==> src/rtl/uart_transmitter_if.sv <==
`default_nettype none
// ---------------------------------------------------------------------------
// Module   : uart_transmitter_if
// Purpose  : Byte handshake and line-status bundle for the UART transmitter.
// Revision : 1.0 - initial release
// ---------------------------------------------------------------------------
interface uart_transmitter_if;
  logic [7:0] data_in;
  logic       data_valid;
  logic       ready;
  logic       tx;
  logic       busy;
  logic       done;

  modport master (output data_in, data_valid, input ready, tx, busy, done);
  modport slave  (input data_in, data_valid, output ready, tx, busy, done);
endinterface
`default_nettype wire

==> src/rtl/uart_transmitter.sv <==
`default_nettype none
// ---------------------------------------------------------------------------
// Module   : uart_transmitter
// Purpose  : Serialises one byte per handshake: start, 8 data LSB first,
//            optional parity, 1 or 2 stop bits. tx is always a flop output.
// Revision : 1.0 - initial release
// ---------------------------------------------------------------------------
module uart_transmitter #(
  parameter int CLOCKS_PER_PULSE = 5208,
  parameter int PARITY           = 0,
  parameter int STOP_BITS        = 1
) (
  input  logic               clk,
  input  logic               rst,
  uart_transmitter_if.slave  bus
);

  localparam int                 c_CNT_W     = $clog2(CLOCKS_PER_PULSE);
  localparam logic [c_CNT_W-1:0] c_CNT_LAST  = c_CNT_W'(CLOCKS_PER_PULSE - 1);
  localparam logic [2:0]         c_STOP_LAST = 3'(STOP_BITS - 1);

  localparam logic [2:0] c_TX_IDLE   = 3'd0;
  localparam logic [2:0] c_TX_START  = 3'd1;
  localparam logic [2:0] c_TX_DATA   = 3'd2;
  localparam logic [2:0] c_TX_PARITY = 3'd3;
  localparam logic [2:0] c_TX_STOP   = 3'd4;

  generate
    if (PARITY < 0 || PARITY > 2 || STOP_BITS < 1 || STOP_BITS > 2 ||
        CLOCKS_PER_PULSE < 2) begin : g_param_check
      $error("uart_transmitter: illegal PARITY, STOP_BITS or CLOCKS_PER_PULSE");
    end
  endgenerate

  logic [2:0]         r_state;
  logic [c_CNT_W-1:0] r_clk_cnt;
  logic [2:0]         r_bit_cnt;
  logic [7:0]         r_shift;
  logic               r_parity;
  logic               r_tx;
  logic               r_ready;
  logic               r_busy;
  logic               r_done;

  logic w_accept;
  logic w_period_end;

  assign w_accept     = bus.data_valid & r_ready;
  assign w_period_end = (r_clk_cnt == c_CNT_LAST);

  always_ff @(posedge clk or posedge rst) begin
    if (rst) begin
      r_state   <= c_TX_IDLE;
      r_clk_cnt <= '0;
      r_bit_cnt <= '0;
      r_shift   <= '0;
      r_parity  <= 1'b0;
      r_tx      <= 1'b1;
      r_ready   <= 1'b1;
      r_busy    <= 1'b0;
      r_done    <= 1'b0;
    end else begin
      r_done    <= 1'b0;
      // Counter free-runs through every active bit period and rests in idle.
      r_clk_cnt <= (r_state == c_TX_IDLE || w_period_end) ? '0 : r_clk_cnt + 1'b1;
      case (r_state)
        c_TX_IDLE: begin
          r_tx <= 1'b1;
          if (w_accept) begin
            r_shift   <= bus.data_in;
            r_parity  <= (PARITY == 2) ? ~^bus.data_in : ^bus.data_in;
            r_tx      <= 1'b0;
            r_ready   <= 1'b0;
            r_busy    <= 1'b1;
            r_bit_cnt <= '0;
            r_state   <= c_TX_START;
          end
        end
        c_TX_START: begin
          if (w_period_end) begin
            r_tx      <= r_shift[0];
            r_shift   <= {1'b0, r_shift[7:1]};
            r_bit_cnt <= '0;
            r_state   <= c_TX_DATA;
          end
        end
        c_TX_DATA: begin
          if (w_period_end) begin
            if (r_bit_cnt == 3'd7) begin
              r_bit_cnt <= '0;
              if (PARITY != 0) begin
                r_tx    <= r_parity;
                r_state <= c_TX_PARITY;
              end else begin
                r_tx    <= 1'b1;
                r_state <= c_TX_STOP;
              end
            end else begin
              r_tx      <= r_shift[0];
              r_shift   <= {1'b0, r_shift[7:1]};
              r_bit_cnt <= r_bit_cnt + 3'd1;
            end
          end
        end
        c_TX_PARITY: begin
          if (w_period_end) begin
            r_tx      <= 1'b1;
            r_bit_cnt <= '0;
            r_state   <= c_TX_STOP;
          end
        end
        c_TX_STOP: begin
          // r_bit_cnt is reused here to count stop periods.
          if (w_period_end) begin
            if (r_bit_cnt == c_STOP_LAST) begin
              r_state <= c_TX_IDLE;
              r_ready <= 1'b1;
              r_busy  <= 1'b0;
              r_done  <= 1'b1;
            end else begin
              r_bit_cnt <= r_bit_cnt + 3'd1;
            end
          end
        end
        default: begin
          r_state   <= c_TX_IDLE;
          r_tx      <= 1'b1;
          r_ready   <= 1'b1;
          r_busy    <= 1'b0;
          r_clk_cnt <= '0;
        end
      endcase
    end
  end

  assign bus.tx    = r_tx;
  assign bus.ready = r_ready;
  assign bus.busy  = r_busy;
  assign bus.done  = r_done;

endmodule
`default_nettype wire
==> src/flat_wrapper.sv <==
// flat-port wrapper written by rule: the top's interface ports become plain ports
module uart_transmitter_flat 
#(
  parameter int CLOCKS_PER_PULSE = 5208,
  parameter int PARITY           = 0,
  parameter int STOP_BITS        = 1
)
  (clk, rst, bus_data_in, bus_data_valid, bus_ready, bus_tx, bus_busy, bus_done);
  uart_transmitter_if bus_i ();
  input  logic clk;
  input  logic rst;
  input wire logic [$bits(bus_i.data_in)-1:0] bus_data_in;
  input wire logic [$bits(bus_i.data_valid)-1:0] bus_data_valid;
  output wire logic [$bits(bus_i.ready)-1:0] bus_ready;
  output wire logic [$bits(bus_i.tx)-1:0] bus_tx;
  output wire logic [$bits(bus_i.busy)-1:0] bus_busy;
  output wire logic [$bits(bus_i.done)-1:0] bus_done;
  assign bus_i.data_in = bus_data_in;
  assign bus_i.data_valid = bus_data_valid;
  assign bus_ready = bus_i.ready;
  assign bus_tx = bus_i.tx;
  assign bus_busy = bus_i.busy;
  assign bus_done = bus_i.done;
  uart_transmitter #(.CLOCKS_PER_PULSE(CLOCKS_PER_PULSE), .PARITY(PARITY), .STOP_BITS(STOP_BITS)) u_core (.clk(clk), .rst(rst), .bus(bus_i));
endmodule
==> config.mk <==
export PLATFORM = sky130hd
export DESIGN_NAME = uart_transmitter_flat
export DESIGN_NICKNAME = d
export VERILOG_FILES = /design/src/rtl/uart_transmitter_if.sv /design/src/rtl/uart_transmitter.sv /design/src/flat_wrapper.sv
export SDC_FILE = /design/constraint.sdc
export NUM_CORES = 1
export LEC_CHECK = 0
export ABC_AREA = 0
export CORE_MARGIN = 2
export CORE_UTILIZATION = 30
export CTS_BUF_LIST = sky130_fd_sc_hd__clkbuf_16
export DETAILED_ROUTE_END_ITERATION = 12
export HOLD_SLACK_MARGIN = 0.02
export MAX_ROUTING_LAYER = met4
export PLACE_DENSITY = 0.47
export SYNTH_ARGS = -nofsm -noshare
export SYNTH_HDL_FRONTEND = slang
export SYNTH_SLANG_ARGS = --single-unit
export TNS_END_PERCENT = 30
==> constraint.sdc <==
create_clock -name clk -period 2.3 [get_ports clk]
set_input_delay 0.575 -clock clk [delete_from_list [all_inputs] [get_ports clk]]
set_output_delay 0.575 -clock clk [all_outputs]
set_load 0.05 [all_outputs]
Word-level counts from Yosys, hierarchy flattened

Cells that the tools add are included.

Add/subtract/negate cells: 2
Multiply operators: 0
Div/mod/pow operators: 0
$lt $le $gt $ge: 0
Equal/unequal tests: 16
Shifts and indexed selects: 0
Muxes and demuxes: 39
Bitwise logic cells: 3
Reductions and logical operators: 13

Operators with widths:

| cell                    | count |
|---|---|
| $mux W3                 | 13 |
| $mux W8                 | 4 |
| $mux W13                | 2 |
| $pmux W8 S3             | 1 |
| $ne A2 B1 Y1 const B    | 8 |
| $pmux W3 S5             | 1 |
| $mux W1                 | 14 |
| $add A13 B1 Y13 const B | 1 |
| $eq A13 B13 Y1 const B  | 1 |
| $pmux W3 S4             | 1 |
| $reduce_and A4 Y1       | 2 |
| $reduce_and A7 Y1       | 1 |
| $eq A3 B2 Y1 const B    | 2 |
| $eq A3 B3 Y1 const B    | 2 |
| $logic_not A3 Y1        | 2 |
| $pmux W1 S3             | 2 |
| $reduce_and A6 Y1       | 1 |
| $pmux W1 S5             | 1 |
| $reduce_and A5 Y1       | 1 |
| $reduce_or A5 Y1        | 1 |
| $ne A2 B2 Y1 const B    | 2 |
| $reduce_bool A4 Y1      | 1 |
| $add A3 B1 Y3 const B   | 1 |
| $eq A3 B1 Y1 const B    | 1 |
| 6 further kinds         | 7 |

Flip-flop bits (word level): 31
Bits in latches: 0
Memory bits (writable): 0
Memory bits (read-only): 0
Output and inout bits: 4
Word-level logic and storage cells: 81
Memories: 0

Depth between registers and ports, before layout

Gate-level depths: netlist (run 1).

Depth in word-level cells: 4
Depth in mapped cells: 7
Mapped depth without buffers: 6

Worst setup path after synthesis (run 1)

No wires, ideal clock.

Path type: register to register
From: register u_core.r_clk_cnt[0]
To: register u_core.r_state[1]
Library setup time: 0.078 ns
Data arrival time: 1.821 ns
Setup slack: 0.401 ns
Stages on the path, launching flop included: 6
Clock period less this slack: 1.899 ns
Cell sequence: dfrtp_1 ha_1 or4b_1 or3_4 or2_0 a21oi_1

Longest elaborated chain between the ends: 3
Elaborated cells on any way between the ends: 6
Classes of those cells: eq/ne (5); reduce/logical (1)

RTL lines:

| what                            | RTL line               | RTL |
|---|---|---|
| from (decl)                     | uart_transmitter.sv:36 | `logic [c_CNT_W-1:0] r_clk_cnt;` |
| from (signal assigned)          | uart_transmitter.sv:65 | `r_clk_cnt <= (r_state == c_TX_IDLE \|\| w_period_end) ? '0 : r_clk_cnt + 1'b1;` |
| $eq A13 B13 Y1 (*)              | uart_transmitter.sv:49 | `assign w_period_end = (r_clk_cnt == c_CNT_LAST);` |
| $ne A2 B1 Y1 (no line)          | -                      |  |
| $reduce_and A7 Y1 (no line) (*) | -                      |  |
| to (signal assigned)            | uart_transmitter.sv:53 | `r_state <= c_TX_IDLE;` |
| to (signal assigned)            | uart_transmitter.sv:76 | `r_state <= c_TX_START;` |
| to (signal assigned)            | uart_transmitter.sv:84 | `r_state <= c_TX_DATA;` |
| to (decl)                       | uart_transmitter.sv:35 | `logic [2:0] r_state;` |

Mark *: on every way between the ends. The rest lies on a longest branch, timed or not.
A chain may end at the register's enable or synchronous reset.

Final worst setup path (run 1)

From: register u_core.r_ready (netlist: u_core.bus.ready)
To: output bus_ready

RTL lines:

| what                   | RTL line                | RTL |
|---|---|---|
| from (decl)            | uart_transmitter.sv:41  | `logic r_ready;` |
| from (signal assigned) | uart_transmitter.sv:59  | `r_ready <= 1'b1;` |
| from (signal assigned) | uart_transmitter.sv:73  | `r_ready <= 1'b0;` |
| from (signal assigned) | uart_transmitter.sv:117 | `r_ready <= 1'b1;` |
| to (decl)              | flat_wrapper.sv:14      | `output wire logic [$bits(bus_i.ready)-1:0] bus_ready;` |

No word-level cell between the ends.

==> reports/summary.log, run 1 <==
qor: synthesis.synth-async-reset-ratio 100%
qor: timing.layout_setup_ws 0.0869 ns
qor: synthesis.synth_edf_count 0
qor: power.cellInternalPower 0.00108 W
qor: worst_setup_path.worstPathCellList clkdlybuf4s50_1
qor: worst_setup_path.path_delay_family buffers and inverters
qor: timing.max_freq 0.452 GHz
qor: floorplan.number_of_top_level_pins 15
qor: clocking.clock_tree.htree_level_count 2
qor: placed_design.detailed_place_hpwl 2730 µm
qor: synthesis.synthDistinctLibCells 46
qor: floorplan.die_h 79.3 µm
qor: clocking.cts_hold_buf 0
qor: worst_setup_path.critical_path.max_fanout 5
qor: timing.drv_slew 0
qor: floorplan.floorplan.die_area 6290 µm²
qor: synthesis.yosys_synthesis_warning_count 0
qor: global_route.grt_pass1_wl 6290 µm
qor: synthesis.netlist.top_cell.by_area dfrtp_1
qor: power.p_sw_share 26.8%
qor: global_route.grt_use_total 13.4%
qor: final_layout.antenna-diode-count 0
qor: timing.final_hold_viol_count 0
qor: timing.grt_setup_unrepaired no
qor: clocking.clkSlewWorstSetupHoldPaths 0.05 ns
qor: power.power.clock.fraction 41.6%
qor: routing.routed_wl 3730 µm
qor: synthesis.yosys_register_bits 31
qor: worst_setup_path.cp_num_buf_inv 1
qor: worst_setup_path.cp.arrival 1.64 ns
qor: worst_setup_path.critical_path.slowest_cell clkdlybuf4s50_1
qor: clocking.cts_root_buf clkbuf_16
qor: placed_design.numPortBuffers 14
qor: synthesis.synth_area 1700 µm²
qor: clocking.cts.repair.resized 0
qor: clocking.cts_tree built
qor: synthesis.synth_commonest_cells dfrtp_1 (29), nor2_1 (17), nand2b_1 (12), inv_1 (9)
qor: routing.final_antenna_net_count 0
qor: global_route.global_route.overflow_total 0
qor: final_layout.fin_nets 206
qor: worst_setup_path.worst-endpoint-required 1.73 ns
qor: power.p_leak 0.805 nW
qor: worst_setup_path.worst-setup-path-type reg -> out
qor: final_layout.layout.filler_cells 548
qor: power.irDropWorstVdd 0.316 mV
qor: timing.worst_clock_skew 0.00549 ns
qor: global_route.grt_antenna_before_repair 0
qor: power.seq_power_share 43.6%
qor: floorplan.initial_core_util 30.9%
qor: final_layout.area_growth_from_synthesis_to_layout 22.0%
qor: clocking.clk_latency 0.27 ns
qor: timing.worst_slew_margin_rel 66.0%
qor: final_layout.drive_above_1_share 15.6%
qor: timing.timing.final.crit_period 2.21 ns
qor: synthesis.post_synth.cell_area_avg 9.89 µm²
qor: global_route.grt_pass1_vias 1324
qor: clocking.cts-buffers-inserted 5
qor: clocking.maximum_buffer_depth_of_the_clock_tree 2
qor: synthesis.synth_sequential_area_ratio 45.8%
qor: worst_setup_path.slowest_stage_delay_cp 0.81 ns
qor: power.net-switching-power 0.000393 W
qor: placed_design.dp_slack 0.148 ns
qor: worst_setup_path.cp-end-kind output port
qor: floorplan.design.core.area 5510 µm²
qor: routing.post_drt_via_cell_ratio 5.02
qor: synthesis.synth.top_cell.area_share 42.7%
qor: synthesis.synthFlopType dfrtp_1
qor: routing.vias 1325
qor: timing.fin_crit_sh 96.2%
qor: power.finalPower 0.00147 W
qor: placed_design.routabilityCongestion 0.786
qor: clocking.post_cts_buffers 0
qor: worst_hold_path.holdCritPathClass reg -> reg
qor: timing.final-setup-viol-count 0
qor: flow_run.maxCapViolations 0
qor: synthesis.ys_top_cells_by_area dfrtp_1 (43%), o221a_2 (4.6%), nand2b_1 (4.4%)
qor: power.power_density 708 nW/µm²
qor: routing.detail_route.first_pass.iterations 4
qor: power.pwr-share-comb 14.9%
qor: global_route.pin_count_of_the_biggest_net_entering_global_routing 32
qor: synthesis.most_numerous_cell_in_the_yosys_netlist dfrtp_1
qor: routing.drt_iter0_drc 152
qor: timing.worst_pin_slew 0.508 ns
qor: worst_setup_path.setup.reg_to_reg.worst_slack 0.14 ns
qor: synthesis.syn_nets 187
qor: worst_setup_path.worstSetupStartpointType flip-flop
qor: run_status.status finished, final reports clean
qor: clocking.clock_sinks 31
qor: floorplan.floorplan.die.width 79.3 µm
qor: floorplan.std_cell_rows 27
qor: timing.tns 0 ns
qor: final_layout.final_util 37.7%
qor: synthesis.postSynthCellCount 172
qor: timing.finalHoldWorstSlack 0.463 ns
qor: routing.detail_route.wl_per_cell 14.1 µm
qor: routing.number_of_design_rule_violations_left_after_detail_routing 0
layer usage:
layer	up-vias	wire length [µm]	global-route usage (%)	part of all wire [%]
li1	663	-	-	-
met4	0	64	5.69	1.7
met5	-	0	-	0
met2	18	1690	19.5	45
met1	638	1850	17.9	49
met3	6	131	3.30	3.5
cell families after synthesis:
group           Yosys count  synth area share [%]
buf+inv                  16                  3.97
fa+ha+maj                 4                  2.94
compound gates           34                  15.0
xor+xnor                 11                  5.67
flops                    31                  45.8
simple gates             76                  26.6
state kept, by name, indices dropped and copies added, names as in the netlist:
name / flops
u_core.bus.busy: 1
u_core.bus.done: 1
u_core.bus.ready: 1
u_core.r_bit_cnt: 3
u_core.bus.tx: 1
u_core.r_state: 3
u_core.r_clk_cnt: 13
u_core.r_shift: 8
layout by cell type, fill, tap and decap left out, types with 2 or more instances in the layout:
cell | netlist | routed
nand3_1 | 4 | 4
xnor2_1 | 7 | 7
o31ai_1 | 2 | 2
nand2_1 | 8 | 7
o221a_2 | 7 | 7
or4_1 | 2 | 2
dfrtp_1 | 29 | 29
dfstp_2 | 2 | 2
nor3_1 | 3 | 3
a21oi_1 | 5 | 5
ha_1 | 4 | 4
o221ai_1 | 2 | 2
and3_1 | 2 | 2
buf_4 | 2 | 5
nand4_1 | 5 | 5
o211ai_1 | 2 | 2
inv_1 | 9 | 10
nor2b_1 | 3 | 3
nor2_1 | 17 | 17
nor4_1 | 5 | 5
o21ai_0 | 8 | 8
xor2_1 | 4 | 4
clkbuf_16 | 0 | 5
clkdlybuf4s50_1 | 0 | 14
and2_1 | 2 | 2
nand2b_1 | 12 | 12
power groups by stage:
stage / Combinational (W) / Clock [W] / Sequential [W]
floorplan: 0.000149 / 0 / 0.000649
global placement: 0.000222 / 0 / 0.000647
detailed placement: 0.000221 / 0 / 0.000647
CTS: 0.000220 / 0.000633 / 0.000639
global route: 0.000242 / 0.000652 / 0.000646
finish: 0.000219 / 0.000611 / 0.000640
final cells by class:
type | instances | area (µm²) | share of cell area (%)
multi-input cells | 125 | 857 | 41.3
clock inverters | 3 | 12.5 | 0.603
well taps | 72 | 90.1 | 4.34
flip-flops and latches | 31 | 778 | 37.5
inverters | 9 | 33.8 | 1.63
repair buffers | 19 | 178 | 8.56
clock buffers | 5 | 125 | 6.03
final timing paths:
| kind | from | endpoint | depth (start not counted) |
|---|---|---|---|
| worst max-delay path | u_core.bus.ready | bus_ready | 1 |
| worst min-delay path | u_core.r_clk_cnt[0] | u_core.r_clk_cnt[0] | 1 |
| worst max register to register | u_core.r_clk_cnt[0] | u_core.r_shift[2] | 5 |
| worst min register to register | u_core.r_clk_cnt[0] | u_core.r_clk_cnt[0] | 1 |
| max in group asynchronous | rst | u_core.bus.ready | 3 |
| min in group asynchronous | rst | u_core.r_shift[6] | 3 |
through the flow:
stage,instances,instance area [µm²]
floorplan,172,1700
finish,264,2070
global placement,256,1930
global route,264,2070
detailed placement,256,1930
CTS,264,2070
No activity file was read; power rests on OpenSTA's default activity.
==> inputs of run 2 (changes only) <==
- ABC_AREA: 0 -> 1
==> run 2 against run 1 <==
Compared with the run above: clock power is 23% higher; critical endpoint unchanged; cell count is 22% higher; fmax is 1.5% higher; largest cell class unchanged; sequential power is 32% higher; highest routed layer unchanged.
==> reports/summary.log, run 2 <==
qor: clocking.cts_tree built [unchanged]
qor: synthesis.synth_edf_count 0 [unchanged]
qor: routing.drt_iter0_drc 53 [was 152]
qor: worst_setup_path.path_delay_family buffers and inverters [unchanged]
qor: run_status.status finished, final reports clean [unchanged]
qor: floorplan.std_cell_rows 28 [was 27]
qor: clocking.post_cts_buffers 0 [unchanged]
qor: clocking.clock_sinks 31 [unchanged]
qor: synthesis.synth_commonest_cells nand2_1 (61), dfrtp_1 (29), inv_1 (27), nor2_1 (21) [was dfrtp_1 (29), nor2_1 (17), nand2b_1 (12), inv_1 (9)]
qor: timing.worst_pin_slew 0.501 ns [was 0.508 ns]
qor: clocking.clk_latency 0.27 ns [about the same]
qor: synthesis.synth_top_family_by_area simple AND/OR/NAND/NOR gates [unchanged]
qor: worst_setup_path.cp-end-kind output port [unchanged]
qor: synthesis.synth.top_cell.area_share 39.3% [was 42.7%]
qor: synthesis.synth_sequential_area_ratio 42.2% [was 45.8%]
qor: synthesis.synth-async-reset-ratio 100% [unchanged]
qor: synthesis.post_synth.cell_area_avg 7.98 µm² [was 9.89 µm²]
qor: placed_design.routabilityCongestion 0.819 [was 0.786]
qor: power.p_leak 1.06 nW [was 0.805 nW]
qor: worst_setup_path.worst-endpoint-required 1.73 ns [about the same]
qor: clocking.cts-buffers-inserted 5 [unchanged]
qor: synthesis.synthSimpleGateAreaFrac 34.5% [was 26.6%]
qor: worst_setup_path.timing.reg2reg.worst_path_depth 10 [was 5]
qor: final_layout.fin_nets 262 [was 206]
qor: clocking.clock_tree.htree_level_count 2 [unchanged]
qor: clocking.cts.repair.resized 0 [unchanged]
qor: power.power_density 1400 nW/µm² [was 708 nW/µm²]
qor: placed_design.place_inst 315 [was 256]
qor: clocking.cts_hold_buf 0 [unchanged]
qor: global_route.grt_pass1_wl 6470 µm [was 6290 µm]
qor: timing.tns 0 ns [unchanged]
qor: synthesis.yosys_synthesis_warning_count 0 [unchanged]
qor: global_route.grt_antenna_before_repair 0 [unchanged]
qor: floorplan.initial_core_util 31.1% [was 30.9%]
qor: final_layout.layout_common_cells nand2_1 (61), dfrtp_1 (29), inv_1 (27) [was dfrtp_1 (29), nor2_1 (17), clkdlybuf4s50_1 (14)]
qor: synthesis.ys_top_cells_by_area dfrtp_1 (39%), nand2_1 (12%), inv_1 (5.5%) [was dfrtp_1 (43%), o221a_2 (4.6%), nand2b_1 (4.4%)]
qor: timing.worst_clock_skew 0.00483 ns [was 0.00549 ns]
qor: synthesis.netlist.top_cell.by_area dfrtp_1 [unchanged]
qor: timing.fin_crit_sh 94.8% [was 96.2%]
qor: synthesis.synthFlopType dfrtp_1 [unchanged]
qor: clocking.maximum_buffer_depth_of_the_clock_tree 2 [unchanged]
qor: worst_setup_path.cp.arrival 1.61 ns [was 1.64 ns]
qor: synthesis.yosys_register_bits 31 [unchanged]
qor: worst_hold_path.min_path_cells 1 [unchanged]
qor: floorplan.floorplan.die.width 82.4 µm [was 79.3 µm]
qor: final_layout.area_growth_from_synthesis_to_layout 18.7% [was 22.0%]
qor: synthesis.synth_area 1840 µm² [was 1700 µm²]
qor: floorplan.die_h 82.4 µm [was 79.3 µm]
qor: worst_setup_path.worstSetupStartpointType flip-flop [unchanged]
qor: worst_setup_path.worstPathCellList clkdlybuf4s50_1 [unchanged]
qor: timing.timing.final.crit_period 2.18 ns [was 2.21 ns]
qor: synthesis.synth-compound-area-share 8.96% [was 15.0%]
qor: global_route.grt_pass1_vias 1383 [was 1324]
qor: timing.max_freq 0.458 GHz [was 0.452 GHz]
qor: timing.grt_setup_unrepaired no [unchanged]
qor: final_layout.mostFrequentLayoutCell nand2_1 [was dfrtp_1]
qor: routing.final_antenna_net_count 0 [unchanged]
qor: final_layout.largest_reg_flops 13 [unchanged]
qor: clocking.cts_root_buf clkbuf_16 [unchanged]
qor: timing.drv_slew 0 [unchanged]
qor: worst_setup_path.cp_num_buf_inv 1 [unchanged]
qor: worst_setup_path.critical_path.max_fanout 3 [was 5]
qor: synthesis.synthDistinctLibCells 31 [was 46]
qor: final_layout.largest_registers u_core.r_clk_cnt x13, u_core.r_shift x8 [unchanged]
qor: synthesis.muxShareOfSynthArea 0% [unchanged]
qor: final_layout.final_cell_count_no_fill 323 [was 264]
qor: worst_setup_path.cp_num_cells 1 [unchanged]
qor: final_layout.antenna-diode-count 0 [unchanged]
qor: placed_design.detailed_place_hpwl 2660 µm [was 2730 µm]
qor: timing.worst_slew_margin_rel 66.5% [was 66.0%]
qor: worst_setup_path.slowest_stage_delay_cp 0.80 ns [was 0.81 ns]
qor: routing.vias 1419 [was 1325]
qor: routing.post_drt_via_cell_ratio 4.39 [was 5.02]
qor: final_layout.largest_reg_by_ff_count u_core.r_clk_cnt [unchanged]
qor: synthesis.postSynthCellCount 231 [was 172]
qor: global_route.pin_count_of_the_biggest_net_entering_global_routing 32 [unchanged]
qor: global_route.global_route.overflow_total 0 [unchanged]
qor: worst_setup_path.worst-setup-path-type reg -> out [unchanged]
qor: timing.final-setup-viol-count 0 [unchanged]
qor: synthesis.synthAdderAreaFrac 2.71% [was 2.94%]
qor: routing.detail_route.first_pass.iterations 4 [unchanged]
qor: worst_hold_path.holdCritPathClass reg -> reg [unchanged]
qor: routing.number_of_design_rule_violations_left_after_detail_routing 0 [unchanged]
qor: flow_run.maxCapViolations 0 [unchanged]
qor: final_layout.layout.filler_cells 621 [was 548]
qor: synthesis.syn_nets 246 [was 187]
qor: clocking.clkSlewWorstSetupHoldPaths 0.05 ns [about the same]
qor: routing.detail_route.wl_per_cell 10.9 µm [was 14.1 µm]
qor: floorplan.number_of_top_level_pins 15 [unchanged]
qor: global_route.grt_use_total 12.9% [was 13.4%]
qor: final_layout.final_util 37.0% [was 37.7%]
qor: floorplan.design.core.area 5920 µm² [was 5510 µm²]
qor: synthesis.most_numerous_cell_in_the_yosys_netlist nand2_1 [was dfrtp_1]
qor: worst_setup_path.critical_path.slowest_cell clkdlybuf4s50_1 [unchanged]
qor: power.irDropWorstVdd 0.618 mV [was 0.316 mV]
qor: routing.routed_wl 3510 µm [was 3730 µm]
qor: floorplan.floorplan.die_area 6790 µm² [was 6290 µm²]
qor: final_layout.drive_above_1_share 18.5% [was 15.6%]
qor: placed_design.numPortBuffers 14 [unchanged]
qor: synthesis.synth_xor_area_share 0.950% [was 5.67%]
qor: timing.final_hold_viol_count 0 [unchanged]
-- run 2: kinds of logic (layout without fill, tap and decap cells) --
group	Yosys count	in the layout
AND/OR/NAND/NOR	126	126
buffers and inverters	41	58
flip-flops	31	31
AO/OA/AOI/OAI	27	27
adder cells (fa/ha/maj)	4	4
XOR/XNOR	2	2
-- run 2: per-stage QoR --
step	power, W	hold slack, ns	cell area (µm²)	worst slack [ns]
CTS	0.00311	0.458	2190	0.103
detailed placement	0.00234	0.450	2020	0.402
global route	0.00337	0.487	2190	0.0743
finish	0.00306	0.455	2190	0.119
floorplan	0.00218	0.423	1840	0.769
global placement	0.00234	0.449	2020	0.407
-- run 2: worst paths after layout --
kind                                  endpoint  slack (ns)                 from
setup / recovery                     bus_ready        0.12     u_core.bus.ready
hold / removal             u_core.r_clk_cnt[0]        0.45  u_core.r_clk_cnt[0]
setup reg to reg             u_core.r_shift[7]        0.50  u_core.r_bit_cnt[0]
hold reg to reg            u_core.r_clk_cnt[0]        0.45  u_core.r_clk_cnt[0]
max in group asynchronous        u_core.bus.tx        1.28                  rst
min in group asynchronous  u_core.r_clk_cnt[4]        0.68                  rst
-- run 2: layout make-up --
class	count	area, µm²	share of cell area [%]
tap	75	93.8	4.29
sequential	31	778	35.5
clock inverter	3	43.8	2.00
clock buffer	5	125	5.71
multi-input combinational	159	870	39.7
inverter	35	131	6.00
timing repair buffer	15	148	6.74
-- run 2: metal layers --
metal  GRT usage, %  up-vias  part of all wire (%)
met1           18.3      633                    54
li1               -      754                     -
met5              -        -                     0
met2           18.1       28                    41
met4           4.00        0                   1.1
met3           2.93        4                   4.5
-- run 2: where the power goes --
part / internal [W] / leakage [nW] / switching [W]
clock network: 0.000510 / 0.0838 / 0.000241
registers: 0.000735 / 0.404 / 0.000108
logic: 0.000474 / 0.569 / 0.000987
==> inputs of run 3 (changes only) <==
- REMOVE_ABC_BUFFERS: default -> 1
==> run 3 against run 2 <==
Compared with the run above: via count up 1.4%; worst setup slack worse by 0.0015 ns; critical path type unchanged; global-route usage up 0.16 points; critical endpoint unchanged; die area unchanged; first-iteration DRC count up 23%; clock skew up 0.00060 ns; flip-flop and latch count unchanged.
==> reports/summary.log, run 3 (synthesized netlist as in run 2, its figures left out) <==
qor: global_route.grt_pass1_wl 6630 µm [was 6470 µm]
qor: clocking.cts_root_buf clkbuf_16 [unchanged]
qor: final_layout.largest_reg_flops 13 [unchanged]
qor: final_layout.fin_nets 262 [unchanged]
qor: final_layout.final_cell_count_no_fill 323 [unchanged]
qor: floorplan.initial_core_util 31.1% [unchanged]
qor: floorplan.number_of_top_level_pins 15 [unchanged]
qor: clocking.cts_hold_buf 0 [unchanged]
qor: global_route.grt_antenna_before_repair 0 [unchanged]
qor: worst_setup_path.setup.reg_to_reg.worst_slack 0.53 ns [was 0.50 ns]
qor: floorplan.floorplan.die_area 6790 µm² [unchanged]
qor: worst_setup_path.slowest_stage_delay_cp 0.80 ns [about the same]
qor: worst_setup_path.worst-endpoint-required 1.73 ns [about the same]
qor: timing.timing.final.crit_period 2.18 ns [about the same]
qor: worst_hold_path.min_path_cells 1 [unchanged]
qor: timing.final_hold_viol_count 0 [unchanged]
qor: final_layout.largest_registers u_core.r_clk_cnt x13, u_core.r_shift x8 [unchanged]
qor: floorplan.std_cell_rows 28 [unchanged]
qor: final_layout.layout_common_cells nand2_1 (61), dfrtp_1 (29), inv_1 (27) [unchanged]
qor: timing.tns 0 ns [unchanged]
qor: final_layout.area_growth_from_synthesis_to_layout 17.2% [was 18.7%]
qor: flow_run.maxCapViolations 0 [unchanged]
qor: routing.post_drt_via_cell_ratio 4.46 [was 4.39]
qor: timing.worst_pin_slew 0.499 ns [was 0.501 ns]
qor: final_layout.layout.filler_cells 619 [was 621]
qor: worst_setup_path.path_delay_family buffers and inverters [unchanged]
qor: timing.grt_setup_unrepaired no [unchanged]
qor: clocking.cts_tree built [unchanged]
qor: power.power.clock.fraction 21.4% [was 24.6%]
qor: placed_design.numPortBuffers 14 [unchanged]
qor: worst_setup_path.worstSetupStartpointType flip-flop [unchanged]
qor: routing.routed_wl 3560 µm [was 3510 µm]
qor: placed_design.place_inst 315 [unchanged]
qor: routing.final_antenna_net_count 0 [unchanged]
qor: final_layout.largest_reg_by_ff_count u_core.r_clk_cnt [unchanged]
qor: global_route.pin_count_of_the_biggest_net_entering_global_routing 32 [unchanged]
qor: worst_hold_path.holdPathEnd u_core.r_clk_cnt[0] [unchanged]
qor: clocking.maximum_buffer_depth_of_the_clock_tree 2 [unchanged]
qor: power.pwr-share-comb 50.0% [was 47.8%]
qor: worst_setup_path.worst-setup-path-type reg -> out [unchanged]
qor: placed_design.detailed_place_hpwl 2660 µm [about the same]
qor: clocking.cts.repair.resized 0 [unchanged]
qor: power.net-switching-power 0.00133 W [was 0.00134 W]
qor: worst_setup_path.cp.arrival 1.61 ns [about the same]
qor: final_layout.mostFrequentLayoutCell nand2_1 [unchanged]
qor: clocking.cts-buffers-inserted 5 [unchanged]
qor: worst_setup_path.cp_num_cells 1 [unchanged]
qor: worst_setup_path.critical_path.max_fanout 3 [unchanged]
qor: worst_setup_path.critical_path.reg2reg.endpoint u_core.r_shift[5] [was u_core.r_shift[7]]
qor: worst_setup_path.worstPathCellList clkdlybuf4s50_1 [unchanged]
qor: power.irDropWorstVdd 0.635 mV [was 0.618 mV]
qor: power.seq_power_share 28.6% [was 27.6%]
qor: worst_hold_path.holdCritPathClass reg -> reg [unchanged]
qor: clocking.clock_tree.htree_level_count 2 [unchanged]
qor: run_status.status finished, final reports clean [unchanged]
qor: timing.fin_crit_sh 94.9% [was 94.8%]
qor: worst_setup_path.critical_path.slowest_cell clkdlybuf4s50_1 [unchanged]
qor: routing.detail_route.first_pass.iterations 5 [was 4]
qor: global_route.global_route.overflow_total 0 [unchanged]
qor: routing.vias 1439 [was 1419]
qor: timing.final-setup-viol-count 0 [unchanged]
qor: timing.max_freq 0.458 GHz [about the same]
qor: routing.detail_route.wl_per_cell 11.0 µm [was 10.9 µm]
qor: power.cellInternalPower 0.00160 W [was 0.00172 W]
qor: worst_hold_path.timing.hold.worst.start u_core.r_clk_cnt[0] [unchanged]
qor: routing.number_of_design_rule_violations_left_after_detail_routing 0 [unchanged]
qor: floorplan.die_h 82.4 µm [unchanged]
qor: final_layout.drive_above_1_share 17.7% [was 18.5%]
qor: floorplan.floorplan.die.width 82.4 µm [unchanged]
qor: worst_setup_path.timing.reg2reg.worst_path_depth 10 [unchanged]
qor: floorplan.design.core.area 5920 µm² [unchanged]
qor: routing.drt_iter0_drc 65 [was 53]
qor: global_route.grt_pass1_vias 1477 [was 1383]
qor: worst_setup_path.timing.rr.start u_core.r_bit_cnt[0] [unchanged]
qor: worst_setup_path.cp_num_buf_inv 1 [unchanged]
qor: placed_design.routabilityCongestion 0.839 [was 0.819]
qor: power.power_density 1360 nW/µm² [was 1400 nW/µm²]
qor: clocking.clkSlewWorstSetupHoldPaths 0.05 ns [about the same]
qor: worst_setup_path.cp-end-kind output port [unchanged]
qor: clocking.post_cts_buffers 0 [unchanged]
qor: timing.worst_clock_skew 0.00544 ns [was 0.00483 ns]
qor: global_route.grt_use_total 13.0% [was 12.9%]
qor: timing.drv_slew 0 [unchanged]
qor: timing.worst_slew_margin_rel 66.6% [was 66.5%]
qor: clocking.clock_sinks 31 [unchanged]
qor: final_layout.antenna-diode-count 0 [unchanged]
qor: power.p_leak 1.04 nW [was 1.06 nW]
qor: clocking.clk_latency 0.27 ns [about the same]
qor: power.p_sw_share 45.4% [was 43.7%]
-- run 3: worst max-delay path by stage --
stage	start	to	slack (ns)
3_5_place_dp	bus_data_valid	u_core.r_shift[7]	0.41
3_3_place_gp	u_core.bus.ready	bus_ready	0.41
5_1_grt	u_core.bus.ready	bus_ready	0.08
4_1_cts	u_core.bus.ready	bus_ready	0.10
2_1_floorplan	u_core.r_bit_cnt[0]	u_core.r_shift[7]	0.70
6_report	u_core.bus.ready	bus_ready	0.12
-- run 3: power groups by stage --
stage	Combinational, W	Clock (W)	Sequential, W
after CTS	0.00149	0.000649	0.000844
final	0.00147	0.000627	0.000840
after detailed placement	0.00149	0	0.000850
after global placement	0.00149	0	0.000851
after floorplan	0.00109	0	0.000920
after global routing	0.00170	0.000671	0.000870
-- run 3: final cells by class --
cell class,instances,area [µm²],area share [%]
tap,75,93.8,4.34
multi-input combinational,159,870,40.2
clock buffer,5,125,5.79
timing repair buffer,15,148,6.83
clock inverter,3,15.0,0.695
inverter,35,131,6.08
sequential,31,778,36.0
-- run 3: layer usage --
metal / global-route usage [%] / part of all wire (%) / up-vias
met5: - / 0 / -
met4: 4.00 / 1.3 / 0
met3: 2.61 / 2.6 / 6
met2: 18.7 / 42 / 19
met1: 18.4 / 54 / 658
li1: - / - / 756
-- run 3: through the flow --
step | worst slack, ns | utilization (%) | power (W) | instance area (µm²) | hold WS (ns)
finish | 0.117 | 36.5 | 0.00293 | 2160 | 0.450
global route | 0.0772 | 36.5 | 0.00324 | 2160 | 0.491
detailed placement | 0.407 | 34.1 | 0.00234 | 2020 | 0.452
floorplan | 0.696 | - | 0.00201 | 1780 | 0.425
global placement | 0.406 | 34.1 | 0.00234 | 2020 | 0.448
CTS | 0.102 | 36.5 | 0.00298 | 2160 | 0.459
